## src/rtl/cpu_ctrl_pkg.sv

```systemverilog
// Shared encodings for the single-cycle control/memory slice: opcodes, R-type
// function codes, ALU operation codes and the packed control vector.
package cpu_ctrl_pkg;

    localparam logic [5:0] OP_RTYPE = 6'b000000;
    localparam logic [5:0] OP_LW    = 6'b100011;
    localparam logic [5:0] OP_SW    = 6'b101011;
    localparam logic [5:0] OP_BEQ   = 6'b000100;
    localparam logic [5:0] OP_ADDI  = 6'b001000;
    localparam logic [5:0] OP_ANDI  = 6'b001100;
    localparam logic [5:0] OP_ORI   = 6'b001101;
    localparam logic [5:0] OP_SLTI  = 6'b001010;
    localparam logic [5:0] OP_J     = 6'b000010;
    localparam logic [5:0] OP_JAL   = 6'b000011;

    localparam logic [5:0] F_ADD = 6'b100000;
    localparam logic [5:0] F_SUB = 6'b100010;
    localparam logic [5:0] F_AND = 6'b100100;
    localparam logic [5:0] F_OR  = 6'b100101;
    localparam logic [5:0] F_XOR = 6'b100110;
    localparam logic [5:0] F_NOR = 6'b100111;
    localparam logic [5:0] F_SLT = 6'b101010;
    localparam logic [5:0] F_JR  = 6'b001000;

    typedef enum logic [3:0] {
        ALU_AND = 4'b0000,
        ALU_OR  = 4'b0001,
        ALU_ADD = 4'b0010,
        ALU_XOR = 4'b0011,
        ALU_SUB = 4'b0110,
        ALU_SLT = 4'b0111,
        ALU_NOR = 4'b1100
    } alu_op_e;

    // Field order matches the customary listing, reg_write in the MSB.
    typedef struct packed {
        logic reg_write;
        logic reg_dst;
        logic alu_src;
        logic branch;
        logic mem_write;
        logic mem_to_reg;
        logic jump;
        logic jal;
        logic jr;
    } ctrl_t;

endpackage

```

## src/rtl/ctrl_decode.sv

```systemverilog
// Main + ALU decoder: opcode/funct to control vector and ALU operation.
// Purely combinational; unknown encodings collapse to a harmless no-op.
module ctrl_decode
    import cpu_ctrl_pkg::*;
(
    input  logic [5:0] opcode_i,
    input  logic [5:0] funct_i,
    output ctrl_t      ctrl_o,
    output logic [3:0] alu_ctrl_o
);

    ctrl_t   ctrl_s;
    alu_op_e alu_s;
    logic    rtype_ok_s;

    // R-type funct decode: ALU op and whether this funct is a register-writing op
    always_comb begin
        rtype_ok_s = 1'b1;
        alu_s      = ALU_ADD;
        case (funct_i)
            F_ADD:   alu_s = ALU_ADD;
            F_SUB:   alu_s = ALU_SUB;
            F_AND:   alu_s = ALU_AND;
            F_OR:    alu_s = ALU_OR;
            F_XOR:   alu_s = ALU_XOR;
            F_NOR:   alu_s = ALU_NOR;
            F_SLT:   alu_s = ALU_SLT;
            default: rtype_ok_s = 1'b0;
        endcase
    end

    // Main opcode decode
    always_comb begin
        ctrl_s     = '0;
        alu_ctrl_o = ALU_ADD;
        case (opcode_i)
            OP_RTYPE: begin
                if (funct_i == F_JR) begin
                    ctrl_s.jr = 1'b1;
                end else if (rtype_ok_s) begin
                    ctrl_s.reg_write = 1'b1;
                    ctrl_s.reg_dst   = 1'b1;
                    alu_ctrl_o       = alu_s;
                end else begin
                    ctrl_s = '0;
                end
            end
            OP_LW: begin
                ctrl_s.reg_write  = 1'b1;
                ctrl_s.alu_src    = 1'b1;
                ctrl_s.mem_to_reg = 1'b1;
            end
            OP_SW: begin
                ctrl_s.alu_src   = 1'b1;
                ctrl_s.mem_write = 1'b1;
            end
            OP_BEQ: begin
                ctrl_s.branch = 1'b1;
                alu_ctrl_o    = ALU_SUB;
            end
            OP_ADDI: begin
                ctrl_s.reg_write = 1'b1;
                ctrl_s.alu_src   = 1'b1;
            end
            OP_ANDI: begin
                ctrl_s.reg_write = 1'b1;
                ctrl_s.alu_src   = 1'b1;
                alu_ctrl_o       = ALU_AND;
            end
            OP_ORI: begin
                ctrl_s.reg_write = 1'b1;
                ctrl_s.alu_src   = 1'b1;
                alu_ctrl_o       = ALU_OR;
            end
            OP_SLTI: begin
                ctrl_s.reg_write = 1'b1;
                ctrl_s.alu_src   = 1'b1;
                alu_ctrl_o       = ALU_SLT;
            end
            // Jumps use no ALU operation, so alu_ctrl is left at zero.
            OP_J: begin
                ctrl_s.jump = 1'b1;
                alu_ctrl_o  = 4'b0000;
            end
            OP_JAL: begin
                ctrl_s.jump      = 1'b1;
                ctrl_s.jal       = 1'b1;
                ctrl_s.reg_write = 1'b1;
                alu_ctrl_o       = 4'b0000;
            end
            default: begin
                ctrl_s     = '0;
                alu_ctrl_o = ALU_ADD;
            end
        endcase
    end

    assign ctrl_o = ctrl_s;

endmodule

```

## src/rtl/cpu_ctrl_mem.sv

```systemverilog
// Control decode, branch-target adder and word-addressed data memory of a
// single-cycle datapath. Memory reads are combinational; reset clears memory.
module cpu_ctrl_mem
    import cpu_ctrl_pkg::*;
#(
    parameter int N         = 32,
    parameter int MEM_WORDS = 64
) (
    input  logic         CLK,
    input  logic         rst,
    input  logic [5:0]   opcode,
    input  logic [5:0]   funct,
    input  logic [N-1:0] pc_plus_4,
    input  logic [N-1:0] signimm,
    input  logic         zero_flag,
    input  logic [N-1:0] alu_out,
    input  logic [N-1:0] write_data,
    output logic         reg_write,
    output logic         reg_dst,
    output logic         alu_src,
    output logic         branch,
    output logic         mem_write,
    output logic         mem_to_reg,
    output logic         jump,
    output logic         jal,
    output logic         jr,
    output logic [3:0]   alu_ctrl,
    output logic [N-1:0] pc_branch,
    output logic         pc_src,
    output logic [N-1:0] read_data
);

    localparam int AW = $clog2(MEM_WORDS);

    ctrl_t         ctrl_s;
    logic [AW-1:0] idx_s;
    logic [N-1:0]  mem_q [MEM_WORDS];
    logic          unused_bits_s;

    ctrl_decode u_dec (
        .opcode_i   (opcode),
        .funct_i    (funct),
        .ctrl_o     (ctrl_s),
        .alu_ctrl_o (alu_ctrl)
    );

    assign reg_write  = ctrl_s.reg_write;
    assign reg_dst    = ctrl_s.reg_dst;
    assign alu_src    = ctrl_s.alu_src;
    assign branch     = ctrl_s.branch;
    assign mem_write  = ctrl_s.mem_write;
    assign mem_to_reg = ctrl_s.mem_to_reg;
    assign jump       = ctrl_s.jump;
    assign jal        = ctrl_s.jal;
    assign jr         = ctrl_s.jr;

    // Word offset shift drops the top two immediate bits; result wraps mod 2^N.
    assign pc_branch = pc_plus_4 + {signimm[N-3:0], 2'b00};
    assign pc_src    = ctrl_s.branch & zero_flag;

    // Byte-offset and high address bits are ignored, so addresses alias.
    assign idx_s         = alu_out[AW+1:2];
    assign unused_bits_s = ^{alu_out[N-1:AW+2], alu_out[1:0], signimm[N-1:N-2]};

    // Data memory: asynchronous clear of every word, write on rising edge
    always_ff @(posedge CLK or negedge rst) begin
        if (!rst) begin
            for (int i = 0; i < MEM_WORDS; i++) begin
                mem_q[i] <= '0;
            end
        end else if (ctrl_s.mem_write) begin
            mem_q[idx_s] <= write_data;
        end
    end

    assign read_data = mem_q[idx_s];

endmodule

```

## config.mk

```make
export PLATFORM = sky130hd
export DESIGN_NAME = cpu_ctrl_mem
export DESIGN_NICKNAME = d
export VERILOG_FILES = /design/src/rtl/cpu_ctrl_pkg.sv /design/src/rtl/ctrl_decode.sv /design/src/rtl/cpu_ctrl_mem.sv
export SDC_FILE = /design/constraint.sdc
export NUM_CORES = 2
export LEC_CHECK = 0
export BUFFER_PORTS_ARGS = -buffer_cell sky130_fd_sc_hd__buf_4
export CORE_ASPECT_RATIO = 0.6
export CORE_MARGIN = 3
export CORE_UTILIZATION = 45
export CTS_CLUSTER_SIZE = 24
export DETAILED_ROUTE_END_ITERATION = 16
export SETUP_SLACK_MARGIN = 0.15
export SYNTH_ARGS = -nofsm -noshare
export SYNTH_HDL_FRONTEND = slang
export SYNTH_SLANG_ARGS = --single-unit
```

## constraint.sdc

```tcl
create_clock -name CLK -period 2.4 [get_ports CLK]
set_input_delay 0.12 -clock CLK [delete_from_list [all_inputs] [get_ports CLK]]
set_output_delay 0.12 -clock CLK [all_outputs]
set_load 0.03 [all_outputs]
```

==> metrics.yaml <==
synth_flop_cell: "dfrtp_1"
fp-row-count: 129
numCtsBuffers: 195
cts_max_level: 4
synth_top_area_share_pct: 54.2
syn_avg_cell_area_sq_um: 13.8
io_buffer_count: 188
routed_wirelength_um: 355000
place_area_sq_um: 106000
tightest_slew_ns: 1.08
synthCells: 6848
power.density_nw_per_um2: 634
initial_core_util_pct: 45.6
drv_cap: 0
first_pass_iters: 6
fin_ws_ns: -0.730
synth_common_cells: "2094 x mux2_2, 2048 x dfrtp_1, 326 x clkbuf_1"
drt_iter0_drc: 7892
grt_pass1_wl_um: 506000
post-route-drc-count: 0
gr-total-overflow: 0
skew_ns: 0
synth_cell_types: 70
path_clk_slew_ns: 0.07
hp-start: "write_data[15]"
ys.warnings.count: 0
viasPerCell: 6.44
violations: "setup timing"
syn_nets: 7021
cp_data_arrival_time_ns: 3.01
worstPathRequired_ns: 2.28
dr_total_vias: 66200
fmaxAchievable_ghz: 0.320
ff2ff_path_depth: 3
synth_area_leaders: "dfrtp_1 54%, mux2_2 25%, mux4_2 3.9%"
relSlewSlack_pct: 27.8
wl_per_cell_um: 34.6
synth_seq_cells: 2048
seq_area_frac_synth_pct: 54.2
core_area_sq_um: 208000
leakagePower_nw: 55.1
setup_violations: 34
ff_latch_area_sq_um: 51200
cp_max_fo: 2
area_growth_pct: 21.5
cp-end-kind: "output pin"
final_nets: 7551
synth.most_common_cell: "mux2_2"
fin_crit_sh_pct: 130
die_w_um: 598
die_y_um: 361
finalNonFillerCells: 10300
largest_reg_flops: 2048
status: "complete, but fails checks"
final_area_sq_um: 115000
top_regs: "mem_q: 2048 flops"
drive_above_1_share_pct: 51.6
final_antenna_net_count: 0
grt_pass1_vias: 66300
hpwl_um: 236000
r2r_slack_ns: 1.38
gp_congestion: 0.905
reg2reg_to: "mem_q[836]"
worstReg2RegStart: "mem_q[836]"
syn-cell-area_sq_um: 94600
root_buffer: "clkbuf_16"
startpoint_type: "flip-flop"
rsz0062_at_grt: "yes"
period_needed_ns: 3.13
dp.cells: 9878
min_to: "mem_q[559]"
dpl_worst_slack_ns: -0.666
ios: 221
synth-edff-count: 0
ys_async_sr_fraction_pct: 100
yosysTopAreaCell: "dfrtp_1"
cts_tree: "built"
die-area_sq_um: 216000
grt_use_total_pct: 32.5
regMostFlops: "mem_q"
grt_max_degree: 141
slew_violations: 0
hold_path_class: "input port to flip-flop"
antenna_found_initial: 20
ir_drop_uv: 525
clockBufferDepth: 4
final.fill_count: 16700
hold_viol_final: 0
crit_type: "flip-flop to output pin"
clock_latency_ns: 0.86
min_path_cells: 2
multi_input_area_sq_um: 42600
cts.sinks: 2048
==> worst max-delay path, cell delays in order, from the launching register on <==
cell and delay [ns]:
dfrtp_1 0.37, mux4_2 0.51, a221oi_4 0.35, nor2_1 0.07, a21oi_1 0.17, o21ai_1 0.09
or4_4 0.46, buf_6 0.17
==> how the worst max path moves through the flow <==
stage                     depth (start not counted)            end  slack, ns   startpoint
after floorplan                                   7    mem_q[1025]     -0.002    opcode[1]
after global placement                           13  read_data[15]      -0.74   alu_out[4]
after detailed placement                         13  read_data[15]      -0.67   alu_out[4]
after CTS                                         7  read_data[28]      -0.80  mem_q[1084]
after global routing                              6  read_data[15]      -0.86  mem_q[1775]
final                                             7  read_data[28]      -0.73  mem_q[1084]
==> through the flow <==
step           power [mW]  utilization, %  TNS [ns]  hold WS, ns
4_1_cts              73.0            55.1    -19.86      0.00541
5_1_grt              75.0            55.4    -21.08      0.00979
3_5_place_dp         41.8            51.2   -178.36     -0.00252
2_1_floorplan        38.2               -    -0.518       -0.176
6_report             72.9            55.4    -18.43       0.0127
3_3_place_gp         41.8            51.2   -154.85     -0.00273
==> cells in the final DEF, fill, tap and decap left out, types with 65 or more instances in the layout <==
cell | Yosys | routed
mux2_1 | 134 | 134
nand2_1 | 113 | 104
dfrtp_1 | 2048 | 2048
nor2_4 | 0 | 72
buf_12 | 0 | 256
a221oi_2 | 0 | 65
mux2i_1 | 191 | 179
a21oi_1 | 163 | 145
a22oi_1 | 94 | 90
o21ai_0 | 115 | 81
a221oi_1 | 315 | 235
nor2_1 | 272 | 196
mux2_2 | 2094 | 2078
clkbuf_16 | 0 | 201
mux4_2 | 162 | 162
buf_4 | 5 | 689
o22ai_1 | 118 | 95
==> what timing repair did <==
| item | 4_1_cts | 5_1_grt |
|---|---|---|
| endpoints found under the hold margin | 3298 | 0 |
| setup endpoints to repair | 49 | 48 |
| setup buffers | 13 | 8 |
| hold buffers | 33 | 0 |
| pin swaps | 104 | 59 |
| gates resized for setup | 266 | 102 |
==> power by group <==
group / internal, mW / switching (mW)
logic: 2.42 / 4.38
registers: 34.8 / 0.145
clock network: 17.4 / 13.8
total: 54.6 / 18.3
==> final cells by class <==
cell class	count	share of cell area, %
Clock buffer	299	5.08
Antenna cell	7	0.0152
Sequential cell	2048	44.6
Timing Repair Buffer	1036	9.84
Inverter	12	0.0501
Multi-Input combinational cell	4085	37.1
Tap cell	2751	2.99
Clock inverter	42	0.346
==> logic make-up after synthesis <==
kind of cell,after synthesis,share of synthesized area (%)
simple gates,495,2.27
fa+ha+maj,30,0.405
flops,2048,54.2
compound gates,952,7.25
buf+inv,715,3.25
mux,2581,32.4
xor+xnor,27,0.250
==> routing by layer <==
layer  global-route usage [%]  vias up  part of all wire, %
li1                         -    26500                    -
met1                     50.1    35700                   45
met2                     44.7     3392                   41
met3                     8.50      597                   11
met4                     8.73        2                  3.0
met5                        0        -               0.0020
No activity file was read; power rests on OpenSTA's default activity.
